<file path="config.mk">
export PLATFORM = sky130hd
export DESIGN_NAME = mem_access_stage
export DESIGN_NICKNAME = d
export VERILOG_FILES = /design/src/rtl/mips_pkg.sv /design/src/rtl/memwb_reg.sv /design/src/rtl/mem_access_stage.sv
export SDC_FILE = /design/constraint.sdc
export NUM_CORES = 1
export LEC_CHECK = 0
export ABC_AREA = 1
export CAP_MARGIN = 10
export CORE_MARGIN = 10
export CORE_UTILIZATION = 40
export DETAILED_ROUTE_END_ITERATION = 8
export DONT_BUFFER_PORTS = 1
export HOLD_SLACK_MARGIN = 0.06
export PLACE_DENSITY_LB_ADDON = 0.2
export SLEW_MARGIN = 10
export SYNTH_ARGS = -nofsm -noshare
export SYNTH_HDL_FRONTEND = slang
export SYNTH_HIERARCHICAL = 1
export SYNTH_SLANG_ARGS = --single-unit
</file>
<file path="constraint.sdc">
create_clock -name clk -period 2.6 [get_ports clk]
set_input_delay 0.52 -clock clk [delete_from_list [all_inputs] [get_ports clk]]
set_output_delay 0.52 -clock clk [all_outputs]
set_load 0.01 [all_outputs]
</file>
<file path="src/rtl/mips_pkg.sv">
// Shared types and constants for the MIPS memory-access stage.
package mips_pkg;

    localparam int DATA_W = 32;
    localparam int REG_AW = 5;

    // Low address bits that must be zero for a word access
    localparam logic [1:0] WORD_ALIGN_MASK = 2'b11;

    typedef enum logic {
        IDLE = 1'b0,
        BUSY = 1'b1
    } mem_state_t;

    function automatic logic is_misaligned(input logic [DATA_W-1:0] addr);
        return |(addr[1:0] & WORD_ALIGN_MASK);
    endfunction

endpackage

</file>
<file path="src/rtl/memwb_reg.sv">
// MEM/WB pipeline register; a stall inserts a bubble while data fields hold.
module memwb_reg
    import mips_pkg::*;
(
    input  logic              clk,
    input  logic              rst,
    input  logic              i_bubble,
    input  logic [DATA_W-1:0] i_alures,
    input  logic [REG_AW-1:0] i_waddr,
    input  logic              i_regwrite,
    input  logic              i_memtoreg,
    input  logic              i_buserr,
    input  logic              i_rdata_load,
    input  logic [DATA_W-1:0] i_rdata,
    output logic [DATA_W-1:0] o_alures,
    output logic [DATA_W-1:0] o_rdata,
    output logic [REG_AW-1:0] o_waddr,
    output logic              o_regwrite,
    output logic              o_memtoreg,
    output logic              o_buserr
);

    logic [DATA_W-1:0] r_alures;
    logic [DATA_W-1:0] r_rdata;
    logic [REG_AW-1:0] r_waddr;
    logic              r_regwrite;
    logic              r_memtoreg;
    logic              r_buserr;

    always_ff @(posedge clk or posedge rst) begin
        if (rst) begin
            r_alures   <= '0;
            r_rdata    <= '0;
            r_waddr    <= '0;
            r_regwrite <= 1'b0;
            r_memtoreg <= 1'b0;
            r_buserr   <= 1'b0;
        end else begin
            if (i_bubble) begin
                r_regwrite <= 1'b0;
                r_memtoreg <= 1'b0;
                r_buserr   <= 1'b0;
            end else begin
                r_alures   <= i_alures;
                r_waddr    <= i_waddr;
                r_regwrite <= i_regwrite;
                r_memtoreg <= i_memtoreg;
                r_buserr   <= i_buserr;
            end
            // Load data is captured only in the ack cycle of a read
            if (i_rdata_load) begin
                r_rdata <= i_rdata;
            end
        end
    end

    assign o_alures   = r_alures;
    assign o_rdata    = r_rdata;
    assign o_waddr    = r_waddr;
    assign o_regwrite = r_regwrite;
    assign o_memtoreg = r_memtoreg;
    assign o_buserr   = r_buserr;

endmodule

</file>
<file path="src/rtl/mem_access_stage.sv">
// MIPS M stage: runs loads/stores over a req/ack bus with stall, alignment check and timeout.
module mem_access_stage
    import mips_pkg::*;
#(
    parameter int TIMEOUT_CYCLES = 16
) (
    input  logic              clk,
    input  logic              rst,
    input  logic [DATA_W-1:0] ALUResM,
    input  logic [DATA_W-1:0] RegD2M,
    input  logic [REG_AW-1:0] RegWriteAddrM,
    input  logic              RegWriteM,
    input  logic              MemtoRegM,
    input  logic              MemWriteM,
    output logic              mem_req,
    output logic              mem_we,
    output logic [DATA_W-1:0] mem_addr,
    output logic [DATA_W-1:0] mem_wdata,
    input  logic [DATA_W-1:0] mem_rdata,
    input  logic              mem_ack,
    output logic              StallM,
    output logic [DATA_W-1:0] ALUResW,
    output logic [DATA_W-1:0] ReadDataW,
    output logic [REG_AW-1:0] RegWriteAddrW,
    output logic              RegWriteW,
    output logic              MemtoRegW,
    output logic              BusErrW
);

    localparam int CNT_W = (TIMEOUT_CYCLES > 2) ? $clog2(TIMEOUT_CYCLES) : 1;
    localparam logic [CNT_W-1:0] CNT_LAST = CNT_W'(TIMEOUT_CYCLES - 1);

    mem_state_t     r_state;
    mem_state_t     w_state_nxt;
    logic [CNT_W-1:0] r_cnt;
    logic [CNT_W-1:0] w_cnt_nxt;

    logic w_access;
    logic w_misaligned;
    logic w_aligned_acc;
    logic w_req;
    logic w_stall;
    logic w_timeout;
    logic w_abort;
    logic w_rdata_load;

    assign w_access      = MemtoRegM | MemWriteM;
    assign w_misaligned  = w_access & is_misaligned(ALUResM);
    assign w_aligned_acc = w_access & ~w_misaligned;

    always_ff @(posedge clk or posedge rst) begin
        if (rst) begin
            r_state <= IDLE;
            r_cnt   <= '0;
        end else begin
            r_state <= w_state_nxt;
            r_cnt   <= w_cnt_nxt;
        end
    end

    always_comb begin
        w_state_nxt = r_state;
        w_cnt_nxt   = r_cnt;
        w_req       = 1'b0;
        w_stall     = 1'b0;
        w_timeout   = 1'b0;
        case (r_state)
            IDLE: begin
                if (w_aligned_acc) begin
                    w_req = 1'b1;
                    if (!mem_ack) begin
                        w_stall     = 1'b1;
                        w_state_nxt = BUSY;
                        w_cnt_nxt   = '0;
                    end
                end
            end
            BUSY: begin
                // M inputs are frozen by StallM, so the bus fields stay stable here
                w_req = 1'b1;
                if (mem_ack) begin
                    w_state_nxt = IDLE;
                end else if (r_cnt == CNT_LAST) begin
                    w_timeout   = 1'b1;
                    w_state_nxt = IDLE;
                end else begin
                    w_stall   = 1'b1;
                    w_cnt_nxt = r_cnt + CNT_W'(1);
                end
            end
            default: begin
                w_state_nxt = IDLE;
            end
        endcase
    end

    // Bus and stall are forced low the instant reset asserts
    assign mem_req   = w_req & ~rst;
    assign mem_we    = w_req & MemWriteM & ~rst;
    assign mem_addr  = rst ? '0 : ALUResM;
    assign mem_wdata = rst ? '0 : RegD2M;
    assign StallM    = w_stall & ~rst;

    assign w_abort      = w_misaligned | w_timeout;
    assign w_rdata_load = w_req & mem_ack & ~MemWriteM;

    memwb_reg u_memwb (
        .clk          (clk),
        .rst          (rst),
        .i_bubble     (w_stall),
        .i_alures     (ALUResM),
        .i_waddr      (RegWriteAddrM),
        .i_regwrite   (RegWriteM & ~w_abort),
        .i_memtoreg   (MemtoRegM & ~MemWriteM & ~w_abort),
        .i_buserr     (w_abort),
        .i_rdata_load (w_rdata_load),
        .i_rdata      (mem_rdata),
        .o_alures     (ALUResW),
        .o_rdata      (ReadDataW),
        .o_waddr      (RegWriteAddrW),
        .o_regwrite   (RegWriteW),
        .o_memtoreg   (MemtoRegW),
        .o_buserr     (BusErrW)
    );

endmodule

</file>
==> flow_summary.yaml <==
routing:
  drc: 0
  routed_via_density: 4.69
  drtIter0Drc: 169
  vias: 2841
  wl_per_cell_um: 18.1
  postRouteWirelength_mm: 11.0
  first_pass_iters: 4
  ant_nets: 0
timing:
  max_slew_margin: 0.625
  worstMarginPinSlew_ps: 562
  tns_ps: 0
  hold_viol: 0
  finalCritPeriodShare: 0.826
  rsz0062_at_grt: "no"
  slew_viol_final: 0
  setup_ws_ps: 452
  max_freq_ghz: 0.466
  skew_ps: 10.4
  setup_viol_count_final: 0
  min_period_ps: 2150
cells_and_area:
  syn_to_final_growth_pct: 6.72
  nFillCells: 912
  antenna_cells: 0
  multi_input_area_sq_um: 1230
  regArea_sq_um: 1930
  layout-drive-gt1-share: 0.0622
  final_nets: 601
logic_synthesis:
  synth_most_common_cell: "nand2_1"
  ys_top_cells_by_count: "nand2_1 (229), inv_1 (81), dfrtp_1 (77)"
  async_flop_share: 1.00
  synth_fp_nets: 605
  synthCells: 497
  synthDominantCellAreaShare: 0.528
  ys_warn_count: 6
  synth.area.top_cells: "dfrtp_1 (53%), nand2_1 (24%), inv_1 (8.3%)"
  ys_types: 19
  synth-seq-area-share: 0.528
  yosys.area.top_type: "dfrtp_1"
  synth_edf_count: 0
  avgSynthCellArea_sq_um: 7.34
  ys_ff_latch: 77
  synth.cell_area_sq_um: 3650
  synth_flop_cell: "dfrtp_1"
min_path:
  hp-class: "input port to asynchronous set/reset pin"
setup_path:
  crit_fanout: 6
  cp_slowest_cell: "dfrtp_1"
  cp_top_family: "simple AND/OR/NAND/NOR gates"
  critPathKind: "flop to primary output"
  cp_cell_sequence: "ha_1 > nand2_2 > nor2_4 > nor2_2 > nand2_4 > nor2_1"
  start_kind: "flop"
  ff2ff_path_depth: 9
  worstPathRequired_ps: 2080
  crit_path_max_incr_delay_ps: 420
  worst-path-buf-inv: 0
  worst_setup_path_end_kind: "primary output"
  cp.depth: 6
  worstPathArrival_ps: 1630
flow_run:
  maxCapViolCount: 0
clocking:
  numCtsBuffers: 9
  htree_levels: 3
  post_cts_buffers: 0
  root_buffer: "clkbuf_8"
  cts_hold_buf: 1
  cts_sinks: 77
  clock_latency_ps: 330
  cts_tree: "done"
  clk_pin_slew_ps: 80
  clock_path_buffers: 2
  post_cts_resize_count: 0
grt:
  grt_start_max_net_pins: 68
  grt_pass1_wl_mm: 16.5
  gr-usage-all-layers: 0.158
  grt-ovfl-total: 0
  antenna_found_initial: 0
  grt_pass1_vias: 2966
die:
  ios: 246
  die_h_um: 115
  die_x_um: 115
  die_area_sq_um: 13300
  num_rows: 34
  initial_core_util: 0.414
  design.core.area_sq_um: 8810
power:
  ir_drop_mv: 0.288
  powerDensity_nw_per_um2: 753
  leakage_nw: 2.33
status:
  outcome: "complete, no violations"
placed_design:
  dpl.hpwl_mm: 8.78
  gp_congestion: 0.755
  pre_cts_slack_ps: 670
  portBuffers: 0
kinds of logic after synthesis:
kind of cell	Yosys count	synth area share
AO/OA/AOI/OAI	2	0.00377
flip-flops	77	0.528
AND/OR/NAND/NOR	312	0.329
buffers and inverters	105	0.136
adder cells (fa/ha/maj)	1	0.00343
layout by cell type, fill, tap and decap left out:
cell type	n
ha_1	1
dfrtp_1	77
nand2_4	1
bufinv_16	2
dlygate4sd3_1	1
o21ai_0	1
nor2_2	3
inv_2	1
nor2_1	73
clkinvlp_4	3
clkbuf_1	1
buf_12	1
nor2_4	1
o21ai_2	1
clkinv_2	1
nand2_2	1
nand4_1	1
inv_4	1
clkbuf_8	9
nand2_1	229
buf_4	5
inv_1	80
inv_6	1
nand3_1	3
per-stage QoR:
| step | hold slack, ps | area, sq um | std cells | util | power, mW |
|---|---|---|---|---|---|
| detailed placement | 355 | 3670 | 589 | 0.416 | 2.00 |
| global route | 137 | 3890 | 606 | 0.442 | 3.13 |
| global placement | 351 | 3670 | 589 | 0.416 | 1.99 |
| finish | 125 | 3890 | 606 | 0.442 | 2.93 |
| CTS | 119 | 3890 | 606 | 0.442 | 2.99 |
| floorplan | 468 | 3650 | 497 | - | 1.89 |
final timing paths:
kind,startpoint,to,slack (ps)
worst max-delay path,r_cnt[0]$_DFFE_PP0P_,StallM,450
worst min-delay path,rst,u_memwb/o_alures[7]$_DFFE_PP0N_,120
worst max register to register,r_cnt[0]$_DFFE_PP0P_,u_memwb/o_alures[20]$_DFFE_PP0N_,750
worst min register to register,u_memwb/o_rdata[4]$_DFFE_PP0P_,u_memwb/o_rdata[4]$_DFFE_PP0P_,550
max in group asynchronous,rst,u_memwb/o_rdata[20]$_DFFE_PP0P_,1680
min in group clk,ALUResM[29],u_memwb/o_alures[29]$_DFFE_PP0N_,290
area by class of cell:
class | instances | share of cell area
timing repair buffer | 7 | 0.0174
clock inverter | 6 | 0.0225
tap | 108 | 0.0347
sequential | 77 | 0.495
multi-input combinational | 315 | 0.316
clock buffer | 10 | 0.0328
inverter | 83 | 0.0820
power breakdown:
group	switching, mW	leakage, nW	total (mW)	internal (mW)
Combinational	0.233	1.28	0.345	0.112
Sequential	0.239	0.946	1.62	1.38
Clock	0.429	0.0985	0.968	0.539
worst register-to-register path, stage by stage (launching register included):
cell and delay, ps:
dfrtp_1 420, ha_1 240, nand2_2 100, nor2_4 50
nor2_2 160, nand2_4 90, inv_1 270, buf_4 310
nand2_1 90, nand2_1 70
flip-flops by register name, summed over array words and instances, names as in the netlist:
name                count
u_memwb/o_alures       32
r_cnt                   4
u_memwb/o_buserr        1
r_state                 1
u_memwb/o_waddr         5
u_memwb/o_memtoreg      1
u_memwb/o_rdata        32
u_memwb/o_regwrite      1
metal layers:
| layer | wire, um | up-vias | global-route usage |
|---|---|---|---|
| met2 | 5240 | 152 | 0.268 |
| li1 | - | 1400 | - |
| met1 | 4110 | 1282 | 0.169 |
| met3 | 1530 | 7 | 0.0884 |
| met5 | 0 | - | 0 |
| met4 | 80 | 0 | 0.0355 |
Note: power is estimated with default switching activity, not from simulation.
